$ cat src/rtl/sync_fifo_flags.sv
// sync_fifo_flags: single-clock FIFO that can use all DEPTH entries. It reports
// occupancy, almost-full/almost-empty against fixed thresholds, and sticky
// overflow/underflow flags. It also has a synchronous clear and a read-valid
// strobe.
//
// Optional build macro: SYNC_FIFO_FWFT_EN selects first-word-fall-through mode.
// In that mode data_out presents the head word combinationally and
// rd_valid = !empty. When the macro is undefined, data_out is registered with
// 1-cycle latency and rd_valid pulses once per popped word.
//
// Ports:
//   clk          rising-edge clock
//   rst_n        asynchronous active-low reset
//   clr          synchronous clear (pointers, read output, error flags)
//   w_en/data_in write request and data
//   r_en         read request
//   data_out     read data
//   rd_valid     data_out carries a popped word
//   full/empty/almost_full/almost_empty/count  occupancy status
//   overflow/underflow                         sticky error flags
module sync_fifo_flags #(
  parameter int DATA_WIDTH = 8,
  parameter int DEPTH      = 16,
  parameter int AF_LEVEL   = DEPTH - 4,
  parameter int AE_LEVEL   = 4
) (
  input  logic                     clk,
  input  logic                     rst_n,
  input  logic                     clr,
  input  logic                     w_en,
  input  logic [DATA_WIDTH-1:0]    data_in,
  input  logic                     r_en,
  output logic [DATA_WIDTH-1:0]    data_out,
  output logic                     rd_valid,
  output logic                     full,
  output logic                     empty,
  output logic                     almost_full,
  output logic                     almost_empty,
  output logic [$clog2(DEPTH):0]   count,
  output logic                     overflow,
  output logic                     underflow
);

  localparam int AW = $clog2(DEPTH);
  localparam logic [AW:0] DEPTH_C = DEPTH[AW:0];
  localparam logic [AW:0] AF_C    = AF_LEVEL[AW:0];
  localparam logic [AW:0] AE_C    = AE_LEVEL[AW:0];
  localparam logic [AW:0] PTR_ONE = {{AW{1'b0}}, 1'b1};

  logic [DATA_WIDTH-1:0] mem [DEPTH];
  logic [AW:0]           wr_ptr_reg;
  logic [AW:0]           rd_ptr_reg;
  logic                  overflow_reg;
  logic                  underflow_reg;
  logic                  wr_accept;
  logic                  rd_accept;

  // The extra MSB on each pointer tells a full FIFO apart from an empty one,
  // so a plain modular difference gives the occupancy 0..DEPTH.
  assign count        = wr_ptr_reg - rd_ptr_reg;
  assign full         = (count == DEPTH_C);
  assign empty        = (count == '0);
  assign almost_full  = (count >= AF_C);
  assign almost_empty = (count <= AE_C);
  assign overflow     = overflow_reg;
  assign underflow    = underflow_reg;

  // Clear wins over both requests, so nothing is accepted during clr.
  assign wr_accept = w_en && !full && !clr;
  assign rd_accept = r_en && !empty && !clr;

  // Storage is not reset; contents only matter between the pointers.
  always_ff @(posedge clk) begin
    if (wr_accept) begin
      mem[wr_ptr_reg[AW-1:0]] <= data_in;
    end
  end

  always_ff @(posedge clk or negedge rst_n) begin
    if (!rst_n) begin
      wr_ptr_reg    <= '0;
      rd_ptr_reg    <= '0;
      overflow_reg  <= 1'b0;
      underflow_reg <= 1'b0;
    end else if (clr) begin
      wr_ptr_reg    <= '0;
      rd_ptr_reg    <= '0;
      overflow_reg  <= 1'b0;
      underflow_reg <= 1'b0;
    end else begin
      if (wr_accept) begin
        wr_ptr_reg <= wr_ptr_reg + PTR_ONE;
      end
      if (rd_accept) begin
        rd_ptr_reg <= rd_ptr_reg + PTR_ONE;
      end
      if (w_en && full) begin
        overflow_reg <= 1'b1;
      end
      if (r_en && empty) begin
        underflow_reg <= 1'b1;
      end
    end
  end

`ifdef SYNC_FIFO_FWFT_EN
  // Head word falls through; its value is meaningless while empty.
  assign data_out = mem[rd_ptr_reg[AW-1:0]];
  assign rd_valid = !empty;
`else
  logic [DATA_WIDTH-1:0] data_out_reg;
  logic                  rd_valid_reg;

  always_ff @(posedge clk or negedge rst_n) begin
    if (!rst_n) begin
      data_out_reg <= '0;
      rd_valid_reg <= 1'b0;
    end else if (clr) begin
      data_out_reg <= '0;
      rd_valid_reg <= 1'b0;
    end else begin
      rd_valid_reg <= rd_accept;
      if (rd_accept) begin
        data_out_reg <= mem[rd_ptr_reg[AW-1:0]];
      end
    end
  end

  assign data_out = data_out_reg;
  assign rd_valid = rd_valid_reg;
`endif

endmodule

$ cat config.mk
export PLATFORM = sky130hd
export DESIGN_NAME = sync_fifo_flags
export DESIGN_NICKNAME = d
export VERILOG_FILES = /design/src/rtl/sync_fifo_flags.sv
export SDC_FILE = /design/constraint.sdc
export NUM_CORES = 1
export LEC_CHECK = 0
export ABC_CLOCK_PERIOD_IN_PS = 4850
export CAP_MARGIN = 30
export CORE_ASPECT_RATIO = 1.5
export CORE_MARGIN = 2
export CORE_UTILIZATION = 50
export CTS_BUF_LIST = sky130_fd_sc_hd__clkbuf_4
export DETAILED_ROUTE_END_ITERATION = 8
export DONT_BUFFER_PORTS = 1
export PLACE_DENSITY_LB_ADDON = 0.12
export SLEW_MARGIN = 20
export SYNTH_ARGS = -nofsm -noshare
export SYNTH_HDL_FRONTEND = slang
export SYNTH_SLANG_ARGS = --single-unit
export TNS_END_PERCENT = 100
$ cat constraint.sdc
create_clock -name clk -period 4.85 [get_ports clk]
set_clock_uncertainty 0.1 [all_clocks]
set_input_delay 0.485 -clock clk [delete_from_list [all_inputs] [get_ports clk]]
set_output_delay 0.485 -clock clk [all_outputs]
set_load 0.03 [all_outputs]
==> results_dict.tcl, run 1 <==
set metrics [dict create \
    drive_above_1_share 0.2513 \
    clock_latency_ns 0.52 \
    cts_buffer_depth 2 \
    cts_tree "built" \
    hold_viol 0 \
    crit_required_ns 4.26 \
    yosys_warnings 0 \
    final_nets 396 \
    synthFlopType "edfxtp_1" \
    dieWidth_um 94.35 \
    io_pins 33 \
    die_h_um 139.5 \
    slowest_stage "nor3_1" \
    cts_sinks 149 \
    finalSetupViolCount 0 \
    ys_seq_area_frac 0.7137 \
    cts_resized 0 \
    drt_iter0_drc 228 \
    holdWs_ns 0.1717 \
    p_per_area_mw_per_mm2 474.0 \
    largest_register_ffs 128 \
    max_slew_margin 0.3441 \
    portBuffers 0 \
    hold_class "in -> reg" \
    drv_cap 0 \
    drc_errors 0 \
    rsz0062_at_grt "no" \
    start_util 0.5121 \
    finalCritPeriodShare 0.7853 \
    ys_types 42 \
    vias 3103 \
    core_mm2 0.01196 \
    syn_area_mm2 0.006122 \
    critPathKind "reg -> out" \
    rows 49 \
    avgSynthCellArea_um2 17.95 \
    die_area_mm2 0.01316 \
    antenna_found_initial 3 \
    max_stage_delay_ns 0.81 \
    synth_edf_count 128 \
    yosysTopAreaCell "edfxtp_1" \
    multi_input_area_mm2 0.001638 \
    netlist_top_cells_area "edfxtp_1 (63%), mux4_2 (12%), dfrtp_1 (8.6%)" \
    cp_cell_sequence "inv_1 -> ha_1 -> fa_1 -> xnor2_2 -> or2_0 -> nor3_1" \
    area_growth_pct 9.830 \
    clock-root-buffer "clkbuf_4" \
    seqCellArea_mm2 0.004370 \
    synth_fp_nets 364 \
    holdBufCountCts 12 \
    crit_path_end_kind "output port" \
    gp_congestion 0.8110 \
    grt_usage 0.2015 \
    max_slew.worst_pin.slew_ns 0.9763 \
    grt_overflow 0 \
    critPathLaunchType "flop" \
    post_drt_wl_per_cell_um 22.42 \
    grt_pass1_wl_um 18850 \
    cts_setup_buffers 0 \
    grt_start_max_net_pins 36 \
    max_freq_mhz 262.6 \
    dp_hpwl_um 8155 \
    leakagePower_nw 2.188 \
    tns_ns 0 \
    ys_ff_latch 149 \
    crit_arrival_ns 3.22 \
    worst_setup_hold_path_clk_slew_ns 0.14 \
    n_fill_cell 954 \
    routed_via_density 5.725 \
    ant_nets 0 \
    async_flop_share 0.1409 \
    grt_pass1_vias 3281 \
    htreeDepth 4 \
    drv_slew 0 \
    path_max_fanout 6 \
    numCtsBuffers 17 \
    layout_min_cycle_time_ns 3.809 \
    status "finished clean" \
    yosys.area.top_type_share 0.6278 \
    wirelength_um 12150 \
    syn_inst 341 \
    drtPass1Iterations 6 \
    ir_worst_vdd_v 0.0002489 \
]
cell families (layout without fill, tap and decap cells):
| family | after synthesis | count (layout) | synth area share |
|---|---|---|---|
| buffers and inverters | 24 | 69 | 0.02085 |
| other | 0 | 3 | 0 |
| adders and majority gates | 10 | 10 | 0.02166 |
| DFF | 149 | 149 | 0.7137 |
| AOI/OAI and AO/OA | 41 | 41 | 0.04681 |
| and+or+nand+nor | 75 | 75 | 0.05866 |
| muxes | 35 | 35 | 0.1228 |
| xor gates and xnor gates | 7 | 7 | 0.01554 |
through the flow:
step           instances  worst slack, ns  total power, mW  area, um^2  utilization
6_report             542            1.041            3.187        6724       0.5624
2_1_floorplan        341            1.119            2.400        6122            -
4_1_cts              538           0.9803            3.223        6701       0.5605
5_1_grt              542           0.8567            3.361        6724       0.5624
3_3_place_gp         494            1.480            2.552        6346       0.5308
3_5_place_dp         494            1.374            2.559        6346       0.5308
worst paths after layout:
check | slack, ns | cells past startpoint | to | start
worst max-delay path | 1.04 | 6 | full | wr_ptr_reg[0]
worst min-delay path | 0.17 | 2 | rd_valid | r_en
worst max register to register | 1.36 | 7 | mem[10][1] | wr_ptr_reg[0]
worst min register to register | 0.49 | 2 | rd_ptr_reg[4] | rd_ptr_reg[4]
max in group asynchronous | 4.01 | 2 | rd_ptr_reg[0] | rst_n
min in group asynchronous | 0.19 | 1 | data_out[4] | rst_n
synthesized netlist by cell type, types with 2 or more instances:
library cell  count
nand3_1           3
mux4_2           32
edfxtp_1        128
dfrtp_1          21
o22ai_1          16
buf_4             3
mux2i_1           2
xor2_1            2
or3_1             7
nor3_1            9
nand2_1          22
buf_2             2
o21ai_0           4
inv_1             8
or3_2             5
a21oi_1          14
nor2_1           20
clkbuf_1          8
xnor2_1           2
ha_1              9
nand2b_1          3
area by class of cell:
type,count,share of cell area
clock buffers,17,0.01898
inverters,9,0.005024
multi-input cells,168,0.2436
clock inverters,15,0.01600
well taps,153,0.02847
flip-flops and latches,149,0.6500
diodes,3,0.001116
repair buffers,28,0.03684
critical path, delay by kind of cell, from the launching register on:
kind | cells | cell delay (ns)
adder cells (fa/ha/maj) | 2 | 0.66
flip-flops | 1 | 0.43
XOR/XNOR | 1 | 0.26
buffers and inverters | 1 | 0.12
AND/OR/NAND/NOR | 2 | 1.24
layer usage:
metal	vias to the layer above	routed length [um]	track usage
met5	-	0	0
met4	0	95	0.05034
met3	4	516	0.05956
met2	77	6541	0.3383
met1	1606	5001	0.2580
li1	1416	-	-
report_power, final:
group / leakage, nW / internal, mW / switching, mW
sequential: 1.44 / 1.46 / 0.117
clock: 0.114 / 0.203 / 0.438
combinational: 0.637 / 0.361 / 0.607
placed cells by master, fill, tap and decap left out, types with 2 or more instances in the layout:
cell type / netlist / layout
a21oi_1: 14 / 14
o22ai_1: 16 / 16
mux2i_1: 2 / 2
or3_2: 5 / 5
nor2_1: 20 / 20
clkinv_4: 0 / 2
clkbuf_4: 0 / 17
clkinv_2: 0 / 3
nand2b_1: 3 / 3
inv_1: 8 / 8
xor2_1: 2 / 2
xnor2_1: 2 / 2
buf_4: 3 / 15
or3_1: 7 / 7
dlygate4sd3_1: 0 / 12
ha_1: 9 / 9
inv_6: 0 / 3
nand3_1: 3 / 3
mux4_2: 32 / 32
clkinvlp_4: 0 / 6
nor3_1: 9 / 9
edfxtp_1: 128 / 128
dfrtp_1: 21 / 20
o21ai_0: 4 / 4
nand2_1: 22 / 22
diode_2: 0 / 3
Power figures use the tool's default switching activity.
==> run 2: changes to the inputs <==
Settings changed: ABC_CLOCK_PERIOD_IN_PS 4850 to 3400.
Clock period 4.85 ns to 3.4 ns, I/O delays scaled along.
==> run 2 against run 1 <==
Effect of this change: worst setup slack worse by 0.83 ns; total power is 55% higher; routed wire length is 6.2% higher; final area is 2.7% higher; die area stayed put; via count is 3.2% higher; utilization is 1.5 points higher; clock power is 89% higher; critical endpoint is now empty.
==> results_dict.tcl, run 2 (synthesized netlist as in run 1, its figures left out) <==
set metrics [dict create \
    cts_tree "built" \
    drt_iter0_drc 231 \
    r2r_setup_slack_ns 0.29 \
    critPathKind "reg -> out" \
    rows 49 \
    vias 3201 \
    antenna_found_initial 1 \
    hold_class "in -> reg" \
    status "finished clean" \
    drive_above_1_share 0.2839 \
    combinationalPowerShare 0.297 \
    mostFrequentLayoutCell "edfxtp_1" \
    grt_start_max_net_pins 36 \
    p_int_mw 3.259 \
    p_sw_mw 1.679 \
    grt_pass1_wl_um 19910 \
    drtPass1Iterations 4 \
    largest_register_ffs 128 \
    drv_cap 0 \
    grt_pass1_vias 3411 \
    finalCritPeriodShare 0.9386 \
    hold_viol 0 \
    ant_nets 0 \
    startpoint "wr_ptr_reg[0]" \
    grt_overflow 0 \
    holdWs_ns 0.07157 \
    leakagePower_nw 2.300 \
    final_util 0.5777 \
    numCtsBuffers 17 \
    critPathTopFamily "adder cells" \
    routed_via_density 5.799 \
    critPathLaunchType "flop" \
    dp_slack_ns 0.3271 \
    dp_hpwl_um 8640 \
    finalInstanceArea_mm2 0.006907 \
    die_area_mm2 0.01316 \
    crit_required_ns 2.96 \
    cts_sinks 149 \
    start_util 0.5121 \
    clock_latency_ns 0.51 \
    core_mm2 0.01196 \
    drv_slew 0 \
    p_per_area_mw_per_mm2 715.1 \
    rsz0062_at_grt "no" \
    hp-start "clr" \
    finalSetupViolCount 0 \
    path_max_fanout 5 \
    slowest_stage "dfrtp_1" \
    clock-root-buffer "clkbuf_4" \
    wirelength_um 12910 \
    final_cell_mix "edfxtp_1 (128), mux4_2 (32), buf_4 (27)" \
    io_pins 33 \
    dieWidth_um 94.35 \
    p_sw_frac 0.3400 \
    gp_congestion 0.7387 \
    clockPowerShare 0.245 \
    area_growth_pct 12.81 \
    grt_usage 0.2132 \
    die_h_um 139.5 \
    cts_buffer_depth 2 \
    p_seq_frac 0.458 \
    setup_slack_ns 0.2087 \
    htreeDepth 4 \
    crit_path_end_kind "output port" \
    crit_arrival_ns 2.75 \
    drc_errors 0 \
    path_buf_inv 3 \
    portBuffers 0 \
    max_freq_mhz 313.4 \
    cp_cell_sequence "inv_1 -> ha_1 -> fa_2 -> nand2b_1 -> a21oi_2 -> xor2_2 -> inv_4 -> nor3_2 -> buf_4" \
    ir_worst_vdd_v 0.0003620 \
    layout_min_cycle_time_ns 3.191 \
    post_drt_wl_per_cell_um 23.38 \
    max_slew.worst_pin.slew_ns 0.8368 \
    worst_setup_hold_path_clk_slew_ns 0.13 \
    max_slew_margin 0.4403 \
    max_stage_delay_ns 0.42 \
    final_nets 408 \
    reg2reg_from "wr_ptr_reg[0]" \
    place_area_mm2 0.006429 \
]
==> run 2: final cells by class <==
type	instances	area, um^2
Tap cell	153	191.4
Fill cell	918	5049
Clock buffer	20	150.1
Sequential cell	149	4370
Clock inverter	12	177.7
Inverter	9	36.28
Antenna cell	1	2.502
Timing Repair Buffer	40	327.8
Multi-Input combinational cell	168	1650
==> run 2: through the flow <==
stage	setup TNS, ns	instances	total power [mW]
finish	0	552	4.939
floorplan	-4.278	341	3.426
detailed placement	0	505	3.705
global placement	0	505	3.687
CTS	0	550	4.981
global route	0	552	5.174
==> run 2: power groups by stage <==
stage	sequential (mW)	combinational (mW)	clock [mW]
2_1_floorplan	2.28	1.15	0
3_3_place_gp	2.30	1.38	0
3_5_place_dp	2.30	1.40	0
4_1_cts	2.26	1.47	1.25
5_1_grt	2.28	1.58	1.31
6_report	2.26	1.47	1.21
==> run 2: worst register-to-register path, delay by kind of cell (launching register included) <==
family / cells / cell delay (ns)
buf+inv: 4 / 0.77
fa+ha+maj: 2 / 0.62
simple gates: 2 / 0.43
flops: 1 / 0.42
compound gates: 2 / 0.24
xor+xnor: 1 / 0.23
==> run 2: repair_timing <==
item                       CTS  global route
hold endpoints to repair   169            21
setup endpoints to repair    2             2
resized for setup            1             3
buffers inserted             1             0
gates cloned                 0             0
hold buffers                12             1
==> run 2: path summary, 6_finish.rpt <==
path,end,depth (start not counted)
max,empty,9
min,wr_ptr_reg[2],2
max reg2reg,mem[5][0],11
min reg2reg,wr_ptr_reg[4],2
max in group asynchronous,rd_ptr_reg[0],2
min in group asynchronous,rd_ptr_reg[1],2
==> run 2: per-layer routing <==
layer | track usage | wire length, um
met4 | 0.06636 | 93
met5 | 0 | 0
met3 | 0.04764 | 577
met2 | 0.3677 | 7124
met1 | 0.2673 | 5112
